===== src/rtl/ebpf_div_pkg.sv =====
// rtl/ebpf_div_pkg.sv - shared types and constants for the eBPF iterative divider
package ebpf_div_pkg;

    localparam int XLEN = 64;

    typedef enum logic [1:0] {
        IDLE,
        RUN,
        DONE
    } state_t;

    typedef struct packed {
        logic is_mod;
        logic is_32;
        logic is_signed;
    } op_t;

    // ALU32 ops see only the low word; the upper word reads as zero
    function automatic logic [XLEN-1:0] width_mask(input logic [XLEN-1:0] v, input logic is_32);
        return is_32 ? {32'd0, v[31:0]} : v;
    endfunction

endpackage


===== src/rtl/ebpf_div_seq_if.sv =====
// rtl/ebpf_div_seq_if.sv - request/response handshake bundle for ebpf_div_seq
interface ebpf_div_seq_if;
    import ebpf_div_pkg::*;

    logic            req_valid;
    logic            req_ready;
    logic [XLEN-1:0] req_a;
    logic [XLEN-1:0] req_b;
    logic            req_is_mod;
    logic            req_is_32;
    logic            req_is_signed;
    logic            rsp_valid;
    logic            rsp_ready;
    logic [XLEN-1:0] rsp_y;
    logic            busy;

    modport master (
        output req_valid, req_a, req_b, req_is_mod, req_is_32, req_is_signed, rsp_ready,
        input  req_ready, rsp_valid, rsp_y, busy
    );

    modport slave (
        input  req_valid, req_a, req_b, req_is_mod, req_is_32, req_is_signed, rsp_ready,
        output req_ready, rsp_valid, rsp_y, busy
    );

endinterface


===== src/rtl/div_restore_step.sv =====
// rtl/div_restore_step.sv - one combinational restoring-division step on {rem, quo}
module div_restore_step
    import ebpf_div_pkg::*;
(
    input  logic [XLEN-1:0] rem,
    input  logic [XLEN-1:0] quo,
    input  logic [XLEN-1:0] divisor,
    output logic [XLEN-1:0] rem_next,
    output logic [XLEN-1:0] quo_next
);

    // One extra bit: a 64-bit divisor can leave a shifted remainder of 2^64 or more
    logic [XLEN:0] rem_sh;
    logic [XLEN:0] diff;

    assign rem_sh = {rem, quo[XLEN-1]};
    assign diff   = rem_sh - {1'b0, divisor};

    always_comb begin
        rem_next = rem_sh[XLEN-1:0];
        quo_next = {quo[XLEN-2:0], 1'b0};
        if (rem_sh >= {1'b0, divisor}) begin
            rem_next = diff[XLEN-1:0];
            quo_next = {quo[XLEN-2:0], 1'b1};
        end
    end

endmodule


===== src/rtl/ebpf_div_seq.sv =====
// rtl/ebpf_div_seq.sv - eBPF DIV/MOD sequencer, one quotient bit per cycle; EBPF_DIV_SIGNED_EN adds SDIV/SMOD
module ebpf_div_seq
    import ebpf_div_pkg::*;
(
    input  logic         clk,
    input  logic         rst,
    ebpf_div_seq_if.slave bus
);

    state_t          state, state_nxt;
    op_t             op_q;
    logic [5:0]      cnt;
    logic [XLEN-1:0] rem_q, quo_q, dvs_q, y_q;
    logic            neg_quo_q, neg_rem_q;

    logic            accept, last, sgn, a_neg, b_neg, b_zero;
    logic [XLEN-1:0] a_w, b_w, a_abs, b_abs;
    logic [XLEN-1:0] rem_nx, quo_nx, quo_fix, rem_fix, result;

`ifdef EBPF_DIV_SIGNED_EN
    assign sgn = bus.req_is_signed;
`else
    logic unused_is_signed;
    assign unused_is_signed = bus.req_is_signed;
    assign sgn = 1'b0;
`endif

    assign accept = bus.req_valid && (state == IDLE);
    assign a_w    = width_mask(bus.req_a, bus.req_is_32);
    assign b_w    = width_mask(bus.req_b, bus.req_is_32);
    assign b_zero = (b_w == '0);
    assign a_neg  = sgn && (bus.req_is_32 ? a_w[31] : a_w[XLEN-1]);
    assign b_neg  = sgn && (bus.req_is_32 ? b_w[31] : b_w[XLEN-1]);
    // MIN_INT stays MIN_INT here; as an unsigned magnitude that is exactly right
    assign a_abs  = a_neg ? width_mask(-a_w, bus.req_is_32) : a_w;
    assign b_abs  = b_neg ? width_mask(-b_w, bus.req_is_32) : b_w;

    assign last   = (cnt == (op_q.is_32 ? 6'd31 : 6'd63));

    div_restore_step u_step (
        .rem      (rem_q),
        .quo      (quo_q),
        .divisor  (dvs_q),
        .rem_next (rem_nx),
        .quo_next (quo_nx)
    );

    assign quo_fix = neg_quo_q ? width_mask(-quo_nx, op_q.is_32) : width_mask(quo_nx, op_q.is_32);
    assign rem_fix = neg_rem_q ? width_mask(-rem_nx, op_q.is_32) : width_mask(rem_nx, op_q.is_32);
    assign result  = op_q.is_mod ? rem_fix : quo_fix;

    always_ff @(posedge clk) begin
        if (rst) state <= IDLE;
        else     state <= state_nxt;
    end

    always_comb begin
        state_nxt = state;
        case (state)
            IDLE:    if (accept) state_nxt = b_zero ? DONE : RUN;
            RUN:     if (last) state_nxt = DONE;
            DONE:    if (bus.rsp_ready) state_nxt = IDLE;
            default: state_nxt = IDLE;
        endcase
    end

    always_ff @(posedge clk) begin
        if (rst) begin
            op_q      <= '0;
            cnt       <= '0;
            rem_q     <= '0;
            quo_q     <= '0;
            dvs_q     <= '0;
            y_q       <= '0;
            neg_quo_q <= 1'b0;
            neg_rem_q <= 1'b0;
        end else begin
            case (state)
                IDLE: if (accept) begin
                    op_q      <= '{is_mod: bus.req_is_mod, is_32: bus.req_is_32, is_signed: sgn};
                    cnt       <= '0;
                    rem_q     <= '0;
                    // ALU32 dividend sits in the top word so the shift-out order matches ALU64
                    quo_q     <= bus.req_is_32 ? {a_abs[31:0], 32'd0} : a_abs;
                    dvs_q     <= b_abs;
                    neg_quo_q <= a_neg ^ b_neg;
                    neg_rem_q <= a_neg;
                    if (b_zero) y_q <= bus.req_is_mod ? a_w : '0;
                end
                RUN: begin
                    rem_q <= rem_nx;
                    quo_q <= quo_nx;
                    if (last) y_q <= result;
                    else      cnt <= cnt + 6'd1;
                end
                default: ;
            endcase
        end
    end

    assign bus.req_ready = (state == IDLE);
    assign bus.rsp_valid = (state == DONE);
    assign bus.rsp_y     = y_q;
    assign bus.busy      = (state != IDLE);

endmodule


===== src/flat_wrapper.sv =====
// flat-port wrapper written by rule: the top's interface ports become plain ports
module ebpf_div_seq_flat import ebpf_div_pkg::*;
  (clk, rst, bus_req_valid, bus_req_a, bus_req_b, bus_req_is_mod, bus_req_is_32, bus_req_is_signed, bus_rsp_ready, bus_req_ready, bus_rsp_valid, bus_rsp_y, bus_busy);
  ebpf_div_seq_if bus_i ();
  input  logic clk;
  input  logic rst;
  input wire logic [$bits(bus_i.req_valid)-1:0] bus_req_valid;
  input wire logic [$bits(bus_i.req_a)-1:0] bus_req_a;
  input wire logic [$bits(bus_i.req_b)-1:0] bus_req_b;
  input wire logic [$bits(bus_i.req_is_mod)-1:0] bus_req_is_mod;
  input wire logic [$bits(bus_i.req_is_32)-1:0] bus_req_is_32;
  input wire logic [$bits(bus_i.req_is_signed)-1:0] bus_req_is_signed;
  input wire logic [$bits(bus_i.rsp_ready)-1:0] bus_rsp_ready;
  output wire logic [$bits(bus_i.req_ready)-1:0] bus_req_ready;
  output wire logic [$bits(bus_i.rsp_valid)-1:0] bus_rsp_valid;
  output wire logic [$bits(bus_i.rsp_y)-1:0] bus_rsp_y;
  output wire logic [$bits(bus_i.busy)-1:0] bus_busy;
  assign bus_i.req_valid = bus_req_valid;
  assign bus_i.req_a = bus_req_a;
  assign bus_i.req_b = bus_req_b;
  assign bus_i.req_is_mod = bus_req_is_mod;
  assign bus_i.req_is_32 = bus_req_is_32;
  assign bus_i.req_is_signed = bus_req_is_signed;
  assign bus_i.rsp_ready = bus_rsp_ready;
  assign bus_req_ready = bus_i.req_ready;
  assign bus_rsp_valid = bus_i.rsp_valid;
  assign bus_rsp_y = bus_i.rsp_y;
  assign bus_busy = bus_i.busy;
  ebpf_div_seq u_core (.clk(clk), .rst(rst), .bus(bus_i));
endmodule

===== config.mk =====
export PLATFORM = sky130hd
export DESIGN_NAME = ebpf_div_seq_flat
export DESIGN_NICKNAME = d
export VERILOG_FILES = /design/src/rtl/ebpf_div_pkg.sv /design/src/rtl/ebpf_div_seq_if.sv /design/src/rtl/div_restore_step.sv /design/src/rtl/ebpf_div_seq.sv /design/src/flat_wrapper.sv
export SDC_FILE = /design/constraint.sdc
export NUM_CORES = 1
export LEC_CHECK = 0
export ABC_AREA = 1
export CORE_MARGIN = 3
export CORE_UTILIZATION = 62
export CTS_CLUSTER_DIAMETER = 50
export CTS_CLUSTER_SIZE = 16
export DETAILED_ROUTE_END_ITERATION = 10
export PLACE_DENSITY = 0.86
export SLEW_MARGIN = 20
export SYNTH_ARGS = -nofsm -noshare
export SYNTH_HDL_FRONTEND = slang
export SYNTH_SLANG_ARGS = --single-unit

===== constraint.sdc =====
create_clock -name clk -period 6 [get_ports clk]
set_input_delay 1.2 -clock clk [delete_from_list [all_inputs] [get_ports clk]]
set_output_delay 1.2 -clock clk [all_outputs]
set_load 0.01 [all_outputs]

* After elaboration in Yosys (flattened, before gate mapping)
Cells that the tools add are included.
** Storage, ports and cells
- Register bits :: 266
- Bits of input ports :: 135
- Output and inout bits :: 67
- Word-level logic and storage cells :: 55
** Operators by class
- Add/sub/neg operators :: 2
- $lt $le $gt $ge :: 1
- Eq/ne operators :: 8
- Muxes and demuxes :: 26
- Reduce and logical (&&, ||, !) cells :: 10
** Operators with widths (count)
- $mux 64 :: 13
- $pmux 64 s2 :: 3
- $ge 65x64->1 :: 1
- $logic_not 64->1 :: 1
- $sub 64x64->64 :: 1
- $mux 6 :: 3
- $pmux 6 s2 :: 1
- $mux 2 :: 4
- $add 6x1->6 const B :: 1
- $eq 6x6->1 :: 1
- $ne 2x1->1 const B :: 3
- $pmux 2 s3 :: 1
- $reduce_and 3->1 :: 2
- $ne 2x2->1 const B :: 2
- $reduce_and 2->1 :: 2
- $reduce_and 4->1 :: 1
- $reduce_bool 2->1 :: 2
- $eq 2x1->1 const B :: 1
- $eq 2x2->1 const B :: 1
- $logic_not 2->1 :: 1
- $logic_and 1x1->1 :: 1
- $mux 1 :: 1

* Longest topological paths before layout
Gate-level depths: netlist (run 1).
- Depth after elaboration :: 6
- Depth in mapped cells :: 21

* Cells and area by module
From an unflattened synthesis (run 1), not the netlist that was laid out.
** Unflattened totals
- Cells, all modules :: 3453
- Area total of the unflattened synthesis :: 20145.6 µm²
** By module, submodules not included
- ebpf_div_seq :: instances 1, cells each 1814, area each 12294.3 µm², seq. area each 5325.1 µm²
- div_restore_step :: instances 1, cells each 1639, area each 7851.3 µm², seq. area each 0.0 µm²

* Least setup slack after synthesis (run 1)
Ideal clock, no wire load.
- Path type :: input to register
- Start :: in bus_req_is_32
- End :: reg u_core.y_q[0], in the netlist u_core.bus.rsp_y[0]
- Setup time :: 117 ps
- Data arrival time :: 2656 ps
- Required time :: 5883 ps
- Path slack :: 3228 ps
- Stages on the path :: 12
- Buffers on the path :: 4
- Cell sequence :: buf_2 -> buf_4 -> nor2_1 -> nor4_1 -> nand4_1 -> nand3b_1 -> nand2_1 -> nand2_1 -> buf_2 -> buf_2 -> nor2_1 -> a21oi_1
** On the way
- Longest elaborated chain between the ends :: 4
** Ends and longest elaborated chain
- start, declared :: line flat_wrapper.sv:11 : input wire logic [$bits(bus_i.req_is_32)-1:0] bus_req_is_32;
- $mux 64 :: line ebpf_div_pkg.sv:20 : return is_32 ? {32'd0, v[31:0]} : v;
- $logic_not 64->1 :: line ebpf_div_seq.sv:31 : assign b_zero = (b_w == '0);
- $ne 2x1->1 (no line)
- $reduce_and 4->1 (no line)
- end signal, assigned :: line ebpf_div_seq.sv:88 : if (b_zero) y_q <= bus.req_is_mod ? a_w : '0;
- end signal, assigned :: line ebpf_div_seq.sv:93 : if (last) y_q <= result;
- end, declared :: line ebpf_div_seq.sv:13 : logic [XLEN-1:0] rem_q, quo_q, dvs_q, y_q;
No other way between the ends.
A chain may end at the register's enable or synchronous reset.

* Final worst setup path (run 1)
- Start :: in bus_req_is_32
- End :: reg u_core.y_q[14], in the netlist u_core.bus.rsp_y[14]
The elaborated chain is that of the path after synthesis.

==> results of run 1 <==
-- routing by layer --
layer / vias to the layer above / track usage
met4: 0 / 0.208
met2: 1173 / 0.632
met1: 9951 / 0.507
met3: 224 / 0.0646
li1: 10644 / -
met5: - / 0
-- cell usage after synthesis (all sizes together), types with 2 or more instances --
library cell,n,area share
a21o,2,0.00078
a21oi,306,0.079
a31oi,5,0.0016
and2,2,0.00065
buf,46,0.017
clkbuf,97,0.019
clkinv,7,0.0014
dfxtp,266,0.28
ha,65,0.042
inv,628,0.12
nand2,1137,0.22
nand3,163,0.046
nand3b,5,0.0019
nand4,10,0.0032
nor2,328,0.066
nor3,14,0.0036
nor4,18,0.0058
o211ai,3,0.0012
o21ai,207,0.054
o21bai,6,0.0023
o221ai,4,0.0018
o22ai,25,0.0081
or2,13,0.0042
xnor2,11,0.0050
xor2,28,0.013
-- critical path, delay by kind of cell --
family | cells | cell delay (ns)
compound gates | 1 | 0.17
buf+inv | 3 | 2.01
simple gates | 9 | 1.41
-- layout make-up --
class	instances	area (um2)
Tap cell	396	495
Fill cell	2623	8430
Antenna cell	1	2.50
Clock buffer	31	731
Inverter	635	2390
Clock inverter	15	223
Timing Repair Buffer	217	2130
Sequential cell	266	5330
Multi-Input combinational cell	2357	10900
-- worst paths after layout --
kind,startpoint,to,cells past startpoint
worst max-delay path,bus_req_is_32,u_core.bus.rsp_y[14]$_SDFFE_PP0P_,13
worst min-delay path,u_core.dvs_q[24]$_SDFFE_PP0P_,u_core.dvs_q[24]$_SDFFE_PP0P_,2
worst max register to register,u_core.dvs_q[51]$_SDFFE_PP0P_,u_core.bus.rsp_y[51]$_SDFFE_PP0P_,17
worst min register to register,u_core.dvs_q[24]$_SDFFE_PP0P_,u_core.dvs_q[24]$_SDFFE_PP0P_,2
-- state kept, by name, summed over array words and instances, names as in the netlist --
signal	flops
u_core.state	2
u_core.cnt	6
u_core.quo_q	64
u_core.op_q	2
u_core.dvs_q	64
u_core.bus.rsp_y	64
u_core.rem_q	64
-- per-stage QoR --
| step | instance area (um2) | worst slack, ns | utilization | cells | hold WS (ns) |
|---|---|---|---|---|---|
| 5_1_grt | 22200 | 1.43 | 0.725 | 3917 | 0.487 |
| 6_report | 22200 | 1.65 | 0.725 | 3918 | 0.462 |
| 3_3_place_gp | 21300 | 1.42 | 0.694 | 3871 | 0.447 |
| 4_1_cts | 22200 | 1.79 | 0.725 | 3917 | 0.465 |
| 2_1_floorplan | 19300 | 3.23 | - | 3401 | 0.434 |
| 3_5_place_dp | 21300 | 1.28 | 0.694 | 3871 | 0.455 |
-- layout by cell type (no fill, tap or decap), types with 18 or more instances in the layout --
cell type,netlist,layout
nand2_1,1128,1124
clkdlybuf4s50_1,0,199
clkbuf_16,0,27
a21oi_1,305,305
nor2_1,312,311
xor2_1,28,28
nor4_1,18,18
o22ai_1,25,25
o21ai_0,192,192
nand3_1,148,148
dfxtp_1,266,265
inv_1,620,619
ha_1,65,65
buf_4,4,18
-- cells by family after synthesis --
logic type      Yosys count  share of synthesized area
flops                   266                      0.275
fa+ha+maj                66                     0.0431
xor+xnor                 39                     0.0177
simple gates           1692                      0.355
compound gates          560                      0.150
buf+inv                 778                      0.159
==> results.ini, run 1 <==
[clock_network]
htree_levels=1
post_cts_resized=0
cts_buffers=26
post_cts_buffers=0
clk_latency_ns=0.57
cts.sinks=266
cts_tree=built
hold_buffers=0
root_buffer=clkbuf_16
clock_path_buffers=3
clk_pin_slew_worst_paths_ns=0.07

[placed_design]
io_buffers=200
gp_congestion=1.03
dp_hpwl_mm=51.4

[timing]
fmax_mhz=230
tightest_slew_ns=1.17
post-route-min-period_ns=4.35
setup_violations=0
relSlewSlack=0.218
rsz0062_at_grt=false
slew_viol_final=0
finalSetupTns_ns=0
hold_viol_final=0
min_period_over_period=0.725
worst_clock_skew_ns=0.0265

[worst_setup_path]
worstPathRequired_ns=6.47
end_kind=register
cp-start-kind=input port
cpPeakStageDelay_ns=1.25
path_max_fanout=52
arrival_ns=4.82
cp_slowest_cell=clkdlybuf4s50_1
path_cells=clkdlybuf4s50_1 > buf_4 > nor2_1 > nor4_1 > nand2_1 > nor2_1 > nand3b_1 > nand2_1 > nand2_4 > buf_4 > nand2_1 > nand2_1 > a21oi_1
reg2reg_slack_ns=2.13
critPathMostFrequentCell=nand2_1
path_class=input port to register

[global_routing]
grt_pass1_vias=20252
groute.usage.overall=0.393
grt_pass1_wl_mm=105
antenna_found_initial=4
grt_max_degree=108
grt_overflow=0

[drt]
vias=21992
routedWlPerCell_um=17.4
ant_nets=0
wl_met3_mm=6.18
wl_mm=68.3
wl_met2_mm=30.4
dr.pass1.iters=6
drc=0
routed.top_layer=met4
drt-met1-wl_mm=27.3
initialDrtViolationCount=2291
vias_per_cell=5.61

[yosys]
syn_avg_cell_area_um2=5.68
synth-main-ff-cell=dfxtp_1
synthCells=3401
synth_cell_types=44
synthArstFlopShare=0
synthesis.nets=3602
netlist_area_um2=19300
seq_area_frac_synth=0.275
synth_edf_count=0
synth_seq_cells=266
ys.warnings.count=0

[floorplan]
die_w_um=183
num_io_pins=202
core_area_um2=30700
die_height_um=183
start_util=0.630
rows=64
design.die.area_um2=33300

[hold_path]
worst_hold_path_type=register to register

[layout]
syn2layout_area_growth_pct=15.1
drive_gt1_frac=0.0346
nets=3704

[job]
maxCapViolCount=0

[status]
status=finished, final reports clean

Power of run 1 is left out: the tool's default activity adds up to more than one toggle a clock period on the data nets, which glitch-free logic cannot reach.
==> inputs of run 2 (changes only) <==
- CORE_UTILIZATION: 62 -> 53
- PLACE_DENSITY: 0.86 -> 0.78
- clock period: 6 -> 4 ns (I/O delays scaled with it)
==> results.ini, run 2 (synthesized netlist as in run 1, its figures left out) <==
[drt]
dr.pass1.iters=8  ; was 6
wl_mm=70.1  ; was 68.3 mm
vias_per_cell=5.38  ; was 5.61
drc=0  ; unchanged
ant_nets=0  ; unchanged
vias=21581  ; was 21992
initialDrtViolationCount=2064  ; was 2291
routedWlPerCell_um=17.5  ; was 17.4 um

[clock_network]
cts_tree=built  ; unchanged
clk_pin_slew_worst_paths_ns=0.07  ; about the same
hold_buffers=0  ; unchanged
root_buffer=clkbuf_16  ; unchanged
post_cts_buffers=0  ; unchanged
cts_buffers=34  ; was 26
htree_levels=2  ; was 1
clk_latency_ns=0.57  ; about the same
cts.sinks=266  ; unchanged
clock_path_buffers=3  ; unchanged
post_cts_resized=0  ; unchanged

[timing]
fmax_mhz=325
min_period_over_period=0.770
rsz0062_at_grt=false  ; unchanged
post-route-min-period_ns=3.08
finalSetupTns_ns=0  ; unchanged
setup_violations=0  ; unchanged
timing.final.ws_setup_ns=0.921  ; was 1.65 ns
worst_clock_skew_ns=0.0232  ; was 0.0265 ns
slew_viol_final=0  ; unchanged
relSlewSlack=0.368  ; was 0.218
tightest_slew_ns=0.948  ; was 1.17 ns
hold_viol_final=0  ; unchanged

[floorplan]
design.die.area_um2=38800  ; was 33300 um2
die_height_um=197  ; was 183 um
core_area_um2=35700  ; was 30700 um2
rows=69  ; was 64
die_w_um=197  ; was 183 um
num_io_pins=202  ; unchanged
start_util=0.541  ; was 0.630

[global_routing]
grt_max_degree=91  ; was 108
globalRouteMet1Util=0.455  ; was 0.507
use_met3=0.0634  ; was 0.0646
grt_overflow=0  ; unchanged
top_usage_layer=met2  ; unchanged
grt_pass1_wl_mm=107  ; was 105 mm
groute.usage.overall=0.350  ; was 0.393
antenna_found_initial=3  ; was 4
grt_pass1_vias=19745  ; was 20252
met2_usage=0.558  ; was 0.632

[layout]
diodes=0  ; was 1
final_util=0.634  ; was 0.725
layout_commonest_cell=nand2_1  ; unchanged
layout_common_cells=nand2_1, inv_1, nor2_1  ; unchanged
syn2layout_area_growth_pct=17.2  ; was 15.1%
drive_gt1_frac=0.0417  ; was 0.0346
nets=3726  ; was 3704

[worst_setup_path]
worstPathRequired_ns=4.45  ; was 6.47 ns
end_kind=register  ; unchanged
path_class=register to register  ; was input port to register
arrival_ns=3.53  ; was 4.82 ns
path_max_fanout=46  ; was 52
cp-start-kind=register  ; was input port

[job]
maxCapViolCount=0  ; unchanged

[hold_path]
worst_hold_path_type=register to register  ; unchanged

[placed_design]
io_buffers=200  ; unchanged
dp_slack_ns=0.519  ; was 1.28 ns
dp_hpwl_mm=53.8  ; was 51.4 mm
gp_congestion=1.02  ; was 1.03

[status]
status=finished, final reports clean  ; unchanged

[run 2: cell count changes in the layout (fill, tap and decap cells not counted), sizes merged]
cell,previous run,this run
inv,634,637
clkinvlp,2,3
diode,1,0
bufinv,4,0
clkbuf,31,42
buf,18,32
clkinv,10,13
[run 2: final timing paths]
check	start	cells after the start	slack [ns]	to
max	u_core.dvs_q[41]$_SDFFE_PP0P_	18	0.92	u_core.bus.rsp_y[28]$_SDFFE_PP0P_
min	u_core.dvs_q[25]$_SDFFE_PP0P_	2	0.46	u_core.dvs_q[25]$_SDFFE_PP0P_
max reg2reg	u_core.dvs_q[41]$_SDFFE_PP0P_	18	0.92	u_core.bus.rsp_y[28]$_SDFFE_PP0P_
min reg2reg	u_core.dvs_q[25]$_SDFFE_PP0P_	2	0.46	u_core.dvs_q[25]$_SDFFE_PP0P_
[run 2: layout make-up]
type	count	area, um2
fillers	3566	13100
multi-input cells	2357	10900
flip-flops and latches	266	5330
inverters	635	2390
repair buffers	231	2290
clock buffers	42	952
well taps	461	577
clock inverters	18	178
[run 2: through the flow]
step | instance area, um2 | instances | hold slack, ns
after floorplan | 19300 | 3401 | 0.434
after global placement | 21500 | 3950 | 0.452
after detailed placement | 21500 | 3950 | 0.456
after CTS | 22700 | 4010 | 0.465
after global routing | 22700 | 4010 | 0.479
final | 22700 | 4010 | 0.464
[run 2: layer usage]
metal | share of wire | routed length (um) | vias up
met3 | 0.080 | 5600 | 164
met1 | 0.42 | 29500 | 9842
li1 | - | - | 10688
met2 | 0.44 | 31100 | 887
met5 | 0 | 0 | -
met4 | 0.057 | 3970 | 0
[run 2: worst max-delay path, stage by stage (launching register included)]
cell     delay (ns)
dfxtp_1        0.31
inv_1          0.05
ha_1           0.40
nand2_1        0.20
nor2_2         0.22
inv_2          0.07
nor2_4         0.12
nand2_1        0.08
nor2_2         0.14
nand2_1        0.11
nand3_1        0.10
nor2_1         0.07
nand2_4        0.11
buf_12         0.25
nand2_1        0.11
o21ai_1        0.26
nand2_1        0.17
nand2_1        0.10
a21oi_1        0.06
Power of run 2 is left out for the same reason.
